==> config.mk <==
export PLATFORM = sky130hd
export DESIGN_NAME = ttl_button_debounce_pulse
export DESIGN_NICKNAME = d
export VERILOG_FILES = /design/src/rtl/ttl_button_debounce_pulse.sv
export SDC_FILE = /design/constraint.sdc
export NUM_CORES = 1
export LEC_CHECK = 0
export CAP_MARGIN = 20
export CORE_MARGIN = 2
export CORE_UTILIZATION = 53
export CTS_CLUSTER_SIZE = 28
export DETAILED_ROUTE_END_ITERATION = 7
export PLACE_DENSITY = 0.85
export RECOVER_POWER = 100
export SYNTH_ARGS = -nofsm -noshare
export SYNTH_HDL_FRONTEND = slang
export SYNTH_SLANG_ARGS = --single-unit
==> constraint.sdc <==
create_clock -name CP -period 1.85 [get_ports CP]
set_input_delay 0.555 -clock CP [delete_from_list [all_inputs] [get_ports CP]]
set_output_delay 0.555 -clock CP [all_outputs]
set_load 0.005 [all_outputs]
==> src/rtl/ttl_button_debounce_pulse.sv <==
// ---------------------------------------------------------------------------
// ttl_button_debounce_pulse
//   Conditions a raw mechanical pushbutton into a clean debounced level and a
//   single-cycle count-enable pulse for the downstream TTL counter (CEP/CET).
//   Each accepted press gives one o_press pulse. While the button is held and
//   i_repeat_en is set, further o_press pulses follow after REPEAT_DELAY
//   cycles and then every REPEAT_PERIOD cycles.
//
// Ports
//   CP           in   clock, rising edge
//   rstn         in   asynchronous active-low reset
//   i_btn        in   raw asynchronous button level
//   i_repeat_en  in   auto-repeat enable while held (synchronous to CP)
//   o_level      out  debounced pressed level (1 = pressed)
//   o_press      out  1-cycle pulse on accepted press and on each repeat
//   o_release    out  1-cycle pulse on accepted release
//   o_state      out  FSM state for debug
//
// State | meaning
//   IDLE         (0) | released, waiting for a pressed sample
//   PRESS_WAIT   (1) | counting stable pressed samples
//   HELD         (2) | press accepted, optional auto-repeat running
//   RELEASE_WAIT (3) | counting stable released samples, level still high
// ---------------------------------------------------------------------------
module ttl_button_debounce_pulse #(
    parameter bit          ACTIVE_LOW_IN   = 1'b1,
    parameter int unsigned DEBOUNCE_CYCLES = 50000,
    parameter int unsigned REPEAT_DELAY    = 25000000,
    parameter int unsigned REPEAT_PERIOD   = 5000000,
    parameter int unsigned CNT_W           = 26
) (
    input  logic       CP,
    input  logic       rstn,
    input  logic       i_btn,
    input  logic       i_repeat_en,
    output logic       o_level,
    output logic       o_press,
    output logic       o_release,
    output logic [1:0] o_state
);

    typedef enum logic [1:0] {
        ST_IDLE         = 2'd0,
        ST_PRESS_WAIT   = 2'd1,
        ST_HELD         = 2'd2,
        ST_RELEASE_WAIT = 2'd3
    } state_t;

    localparam logic [CNT_W-1:0] DEB_LAST  = CNT_W'(DEBOUNCE_CYCLES - 1);
    localparam logic [CNT_W-1:0] RDLY_LAST = CNT_W'(REPEAT_DELAY - 1);
    localparam logic [CNT_W-1:0] RPER_LAST = CNT_W'(REPEAT_PERIOD - 1);
    localparam logic [CNT_W-1:0] CNT_ONE   = CNT_W'(1);

    state_t           state_q;
    logic [CNT_W-1:0] timer_q;
    logic [1:0]       sync_q;
    logic             rep_first_q;   // next repeat uses REPEAT_DELAY, not PERIOD
    logic             btn_pressed;
    logic             s;

    // Normalise so that 1 always means pressed before synchronising.
    assign btn_pressed = i_btn ^ ACTIVE_LOW_IN;
    assign s           = sync_q[1];
    assign o_state     = state_q;

    always_ff @(posedge CP or negedge rstn) begin
        if (!rstn) begin
            sync_q <= 2'b00;
        end else begin
            sync_q <= {sync_q[0], btn_pressed};
        end
    end

    always_ff @(posedge CP or negedge rstn) begin
        if (!rstn) begin
            state_q     <= ST_IDLE;
            timer_q     <= '0;
            rep_first_q <= 1'b1;
            o_level     <= 1'b0;
            o_press     <= 1'b0;
            o_release   <= 1'b0;
        end else begin
            o_press   <= 1'b0;
            o_release <= 1'b0;
            case (state_q)
                ST_IDLE: begin
                    timer_q <= '0;
                    if (s) begin
                        state_q <= ST_PRESS_WAIT;
                    end
                end
                ST_PRESS_WAIT: begin
                    if (!s) begin
                        state_q <= ST_IDLE;
                        timer_q <= '0;
                    end else if (timer_q == DEB_LAST) begin
                        state_q     <= ST_HELD;
                        timer_q     <= '0;
                        rep_first_q <= 1'b1;
                        o_level     <= 1'b1;
                        o_press     <= 1'b1;
                    end else begin
                        timer_q <= timer_q + CNT_ONE;
                    end
                end
                ST_HELD: begin
                    if (!s) begin
                        state_q <= ST_RELEASE_WAIT;
                        timer_q <= '0;
                    end else if (!i_repeat_en) begin
                        // Disabled repeat parks the schedule at its start.
                        timer_q     <= '0;
                        rep_first_q <= 1'b1;
                    end else if (timer_q == (rep_first_q ? RDLY_LAST : RPER_LAST)) begin
                        timer_q     <= '0;
                        rep_first_q <= 1'b0;
                        o_press     <= 1'b1;
                    end else begin
                        timer_q <= timer_q + CNT_ONE;
                    end
                end
                ST_RELEASE_WAIT: begin
                    if (s) begin
                        // Release bounce: back to held, repeat schedule restarts.
                        state_q     <= ST_HELD;
                        timer_q     <= '0;
                        rep_first_q <= 1'b1;
                    end else if (timer_q == DEB_LAST) begin
                        state_q   <= ST_IDLE;
                        timer_q   <= '0;
                        o_level   <= 1'b0;
                        o_release <= 1'b1;
                    end else begin
                        timer_q <= timer_q + CNT_ONE;
                    end
                end
                default: begin
                    state_q <= ST_IDLE;
                    timer_q <= '0;
                end
            endcase
        end
    end

endmodule

==> flow_summary.json, run 1 <==
{
  "place_congestion": 0.8263,
  "place_ws_ps": -23.31,
  "core_sq_um": 3363,
  "finalHoldViolations": 0,
  "cpPeakStageDelay_ps": 430,
  "critPathLaunchType": "flip-flop",
  "cp.arrival_ps": 2120,
  "rsz0062_at_grt": "true",
  "synth_fp_nets": 202,
  "grt_use_total_pct": 22.28,
  "setup_viol": 17,
  "avgRoutedWirePerCell_microns": 15.58,
  "path_cells": "nor4_4 > nand3b_1 > a2111oi_4 > o32a_4 > clkbuf_16 > nor2_1",
  "cts_tree": "built",
  "antennaDiodeCount": 0,
  "crit_path_max_fanout": 7,
  "num_vias": 1573,
  "overflow": 0,
  "antenna_found_initial": 0,
  "timing.final.crit_share_pct": 101.7,
  "root_buffer": "clkbuf_4",
  "p_leak_nw": 0.9450,
  "die_width_microns": 63.39,
  "drive_gt1_share_pct": 28.94,
  "tightest_slew_ps": 971.5,
  "grt_max_degree": 27,
  "ys.warnings.count": 0,
  "crit_required_ps": 2090,
  "cts_made_buffers": 5,
  "grt_pass1_wl_microns": 6934,
  "max_cap_viol_count": 0,
  "setup_slack_ps": -30.93,
  "post-dp-hpwl_microns": 2780,
  "die_h_microns": 63.39,
  "cts_max_level": 2,
  "synth_cell_types": 41,
  "clock_latency_ps": 350,
  "status": "finished with violations",
  "cp_slowest_cell": "dfrtp_1",
  "row_count": 21,
  "worstSetupEndpointType": "flip-flop",
  "cts_num_sinks": 34,
  "finalCriticalPeriod_ps": 1881,
  "worst-setup-path-type": "reg -> reg",
  "synth_area_sq_um": 1869,
  "drc": 0,
  "dieArea_sq_um": 4018,
  "start_util_pct": 55.58,
  "seq_area_frac_synth_pct": 45.58,
  "ir_worst_vdd_mv": 0.5957,
  "fin_cells": 281,
  "fmax_ghz": 0.5317,
  "final_nets": 243,
  "grt_pass1_vias": 1517,
  "viasPerCell": 5.598,
  "drv_slew": 0,
  "ctsLongestPathBuffers": 2,
  "ant_nets": 0,
  "drtIter0Drc": 101,
  "area_growth_pct": 29.25,
  "clock-skew-final_ps": 17.32,
  "synth_top_area_cell": "dfrtp_1",
  "critPathTopFamily": "compound AO/OA/AOI/OAI gates",
  "portBuffers": 8,
  "synth_cells": 193,
  "dp.cells": 264,
  "ys_ff_latch": 34,
  "synthTopCellsByArea": "dfrtp_1, xnor2_1, nor2_1",
  "clk_pin_slew_worst_paths_ps": 100,
  "cts_hold_buf": 0,
  "violations": "negative setup slack",
  "power_mw": 2.089,
  "synth_top_cell_area_share_pct": 44.18,
  "min_path_type": "reg -> reg",
  "cp_num_buf_inv": 1,
  "drt_first_pass_iters": 4,
  "setup-tns-final_ps": -291.4,
  "wirelength_microns": 4378,
  "syn_area_per_cell_sq_um": 9.685,
  "maxSlewHeadroom_pct": 35.23,
  "p_per_area_nw_per_um2": 864.6,
  "num_io_pins": 9
}
==> metal layers <==
metal	track usage (%)	vias to the layer above	share of wire, %	wire length [microns]
li1	-	754	-	-
met1	28.00	785	43	1871
met2	36.97	30	52	2276
met3	5.893	4	3.7	163
met4	7.880	0	1.5	66
met5	0	-	0	0
==> where the power goes <==
part           internal, mW  switching, mW  total (mW)
Sequential            0.786         0.0314       0.818
Clock                 0.183          0.255       0.438
Combinational         0.394          0.440       0.834
==> logic make-up after synthesis <==
group,after synthesis,synth area share (%)
DFF,34,45.58
adders and majority gates,5,3.347
xor gates and xnor gates,24,11.24
buffers and inverters,15,4.350
AOI/OAI and AO/OA,15,6.493
and+or+nand+nor,100,28.98
==> area by class of cell <==
class                      count  area (sq um)
clock buffer                   6         51.30
sequential                    34         853.3
timing repair buffer          41         354.1
multi-input combinational    144          1057
fill                         256         947.2
inverter                       8         30.03
tap                           46         57.56
clock inverter                 2         12.51
==> synth_stat cells, drive strengths merged <==
cell type,number
o21ai,3
dfrtp,33
buf,6
nor2,33
xor2,5
clkbuf,1
o31a,2
nand4,7
a21oi,2
nor3,11
ha,5
inv,8
nor2b,1
or3,2
o32a,1
and2,3
nand2b,2
xnor2,19
nand3b,2
a31oi,1
a2bb2oi,1
nor3b,1
a32o,2
nand3,11
and4bb,2
a2111oi,1
a211oi,1
nor4bb,1
and4,1
o31ai,1
nor4b,1
nand2,13
nor4,5
and3,3
or2,1
dfstp,1
==> placed cells by master (no fill, tap or decap), types with 2 or more instances in the layout <==
cell type	netlist	final
or3_1	2	2
a21oi_1	2	2
nor4_2	2	3
buf_4	2	28
nor2_2	0	4
dfrtp_1	33	32
nand4_1	7	7
inv_1	8	8
nor3_1	11	11
and2_1	3	3
nand2b_1	2	2
nand3b_1	2	2
nand2_1	13	13
o31a_1	2	2
clkbuf_4	0	5
clkbuf_1	1	2
dlygate4sd3_1	0	2
xnor2_1	19	19
nor2_4	0	5
clkdlybuf4s50_1	0	5
nor2_1	33	24
nand3_1	11	10
and3_1	3	2
and4bb_2	2	2
xor2_1	5	5
a32o_1	2	2
o21ai_2	1	2
ha_1	5	4
nor4_4	1	2
==> state kept, by name, summed over array words and instances (netlist names), named ones only <==
signal,flops
o_level,1
rep_first_q,1
o_state,1
o_release,1
sync_q,2
timer_q,26
o_press,1
==> repair_timing <==
action                                  in CTS  in global routing
gates cloned                                 0                  2
endpoints found under the setup margin      10                 32
resized for setup                            2                 27
buffers inserted                             1                  6
pin swaps                                    0                 11
==> worst paths after layout <==
check                                   end        start  slack [ps]  cells past startpoint
max in group asynchronous        o_state[0]         rstn         290                      2
worst min register to register    sync_q[1]    sync_q[0]         360                      0
min in group asynchronous           o_level         rstn         860                      2
worst max-delay path            timer_q[25]  timer_q[16]         -30                      6
worst max register to register  timer_q[25]  timer_q[16]         -30                      6
worst min-delay path              sync_q[1]    sync_q[0]         360                      0
==> per-stage QoR <==
step	instance area, sq um	utilization (%)	hold WS, ps
6_report	2416	71.84	360.4
5_1_grt	2416	71.84	371.4
4_1_cts	2226	66.18	362.3
3_5_place_dp	2148	63.88	338.7
3_3_place_gp	2148	63.88	333.0
2_1_floorplan	1869	-	259.4
No activity file was read; power rests on OpenSTA's default activity.
==> run 2, diff against run 1 <==
GPL_TIMING_DRIVEN = 0   (was unset)
SKIP_LAST_GASP = 1   (was unset)
==> run 2 against run 1 <==
  * The flow still finishes with violations (negative setup slack)
  * Die area did not move
  * Power fell by 1.5%
  * Largest cell class unchanged
  * Worst hold slack got worse by 85 ps
  * Utilization fell by 6.0 points
==> flow_summary.json, run 2 (synthesis results as in run 1) <==
{
  "status": "finished with violations",
  "violations": "negative setup slack",
  "area_growth_pct": 18.41,
  "final_nets": 225,
  "die_width_microns": 63.39,
  "post-dp-hpwl_microns": 2409,
  "final_common_cell": "nor2_1",
  "die_h_microns": 63.39,
  "ant_nets": 0,
  "overflow": 0,
  "row_count": 21,
  "cp_num_buf_inv": 2,
  "nFillCells": 281,
  "clock-skew-final_ps": 5.938,
  "path_depth": 7,
  "grt_pass1_vias": 1373,
  "finalCriticalPeriod_ps": 1916,
  "crit_path_max_fanout": 10,
  "drv_slew": 0,
  "p_leak_nw": 0.8477,
  "cts_tree": "built",
  "clock_latency_ps": 340,
  "fmax_ghz": 0.5220,
  "wirelength_microns": 3552,
  "core_sq_um": 3363,
  "clk_pin_slew_worst_paths_ps": 100,
  "avgRoutedWirePerCell_microns": 13.51,
  "dieArea_sq_um": 4018,
  "ctsLongestPathBuffers": 2,
  "p_per_area_nw_per_um2": 929.3,
  "timing.final.crit_share_pct": 103.5,
  "cts_made_buffers": 5,
  "num_io_pins": 9,
  "drive_gt1_share_pct": 20.28,
  "finalHoldViolations": 0,
  "cts_num_sinks": 34,
  "top_regs": "timer_q: 26 flops, sync_q: 2 flops",
  "crit_start": "timer_q[20]",
  "start_util_pct": 55.58,
  "max_cap_viol_count": 0,
  "critPathTopFamily": "compound AO/OA/AOI/OAI gates",
  "portBuffers": 8,
  "cts_max_level": 2,
  "r2r_cells": 7,
  "drt_first_pass_iters": 4,
  "cp-endpoint": "timer_q[19]",
  "worst-setup-path-type": "reg -> reg",
  "worstSetupEndpointType": "flip-flop",
  "seqCellArea_sq_um": 858.3,
  "rsz0062_at_grt": "true",
  "setup_viol": 25,
  "path_cells": "nor4_4 > nand3b_1 > a2111oi_4 > o32a_1 > buf_6 > buf_8 > nor2_1",
  "crit_required_ps": 2090,
  "num_vias": 1458,
  "antennaDiodeCount": 0,
  "placed_area_sq_um": 2002,
  "cpPeakStageDelay_ps": 430,
  "cp_slowest_cell": "dfrtp_2",
  "setup_slack_ps": -65.62,
  "antenna_found_initial": 0,
  "largest-register": "timer_q",
  "min_path_type": "in -> async",
  "final_area_sq_um": 2213,
  "ff2ff_setup_slack_ps": -70,
  "place_congestion": 0.8444,
  "ir_worst_vdd_mv": 0.7899,
  "r2r_start": "timer_q[20]",
  "final_util_pct": 65.81,
  "grt_use_total_pct": 20.45,
  "grt_max_degree": 35,
  "r2r_end": "timer_q[19]",
  "cp.arrival_ps": 2150,
  "drc": 0,
  "layout_common_cells": "nor2_1, dfrtp_1, xnor2_1",
  "holdWs_ps": 275.6,
  "largest_reg_flops": 26,
  "maxSlewHeadroom_pct": 46.45,
  "grt_pass1_wl_microns": 6292,
  "viasPerCell": 5.544,
  "multiInputGateArea_sq_um": 987.2,
  "critPathLaunchType": "flip-flop",
  "tightest_slew_ps": 803.2,
  "drtIter0Drc": 81,
  "power_mw": 2.057,
  "root_buffer": "clkbuf_4"
}
run 2: cell count changes in the layout (fill, tap and decap cells not counted), moves of 2 or more:
cell      change
buf_4        -20
nor2_1        +8
nor2_4        -5
dfrtp_1       -4
dfrtp_2       +4
nor2_2        -3
buf_2         +2
buf_8         +2
clkbuf_8      +2
nor4_1        +2
nor4_2        -2
run 2: worst register-to-register path, cell delays in order, from the launching register on:
cell,delay (ps)
dfrtp_2,430
nor4_4,290
nand3b_1,150
a2111oi_4,390
o32a_1,210
buf_6,140
buf_8,140
nor2_1,50
run 2: stage by stage:
stage	worst slack [ps]	TNS (ps)	std cells
2_1_floorplan	36.47	0	193
3_3_place_gp	-448.8	-19300	247
3_5_place_dp	-217.0	-4536	247
4_1_cts	-79.66	-1547	263
5_1_grt	-186.2	-4161	263
6_report	-65.62	-1207	263
run 2: area by class of cell:
type / instances / share of cell area [%]
multi-input combinational: 144 / 44.60
sequential: 34 / 38.78
timing repair buffer: 17 / 6.501
clock buffer: 8 / 3.561
buffer: 6 / 2.600
tap: 46 / 2.600
inverter: 8 / 1.357
run 2: how the worst min path moves through the flow:
stage                   start                    endpoint  slack (ps)  cells past startpoint
floorplan                rstn  asynchronous set/reset pin         260                      0
global placement    sync_q[0]                   sync_q[1]         330                      0
detailed placement  sync_q[0]                   sync_q[1]         340                      0
CTS                      rstn                   sync_q[1]         270                      1
global route             rstn                   sync_q[1]         340                      1
finish                   rstn                  o_state[0]         280                      1
run 2: metal layers:
metal / up-vias / GRT usage, % / wire length (microns)
li1: 711 / - / -
met1: 707 / 25.50 / 1622
met4: 0 / 13.04 / 108
met5: - / 0 / 0
met3: 10 / 5.000 / 126
met2: 30 / 31.71 / 1695
run 2: power by group:
| part | switching, mW | internal (mW) |
|---|---|---|
| Combinational | 0.388 | 0.350 |
| Clock | 0.245 | 0.259 |
| Sequential | 0.0278 | 0.787 |
run 2: repair_timing:
| item | in CTS | in global routing |
|---|---|---|
| gates resized for setup | 14 | 5 |
| hold buffers | 0 | 0 |
| pin swaps | 6 | 6 |
| setup buffers | 9 | 0 |
| endpoints found under the setup margin | 29 | 31 |
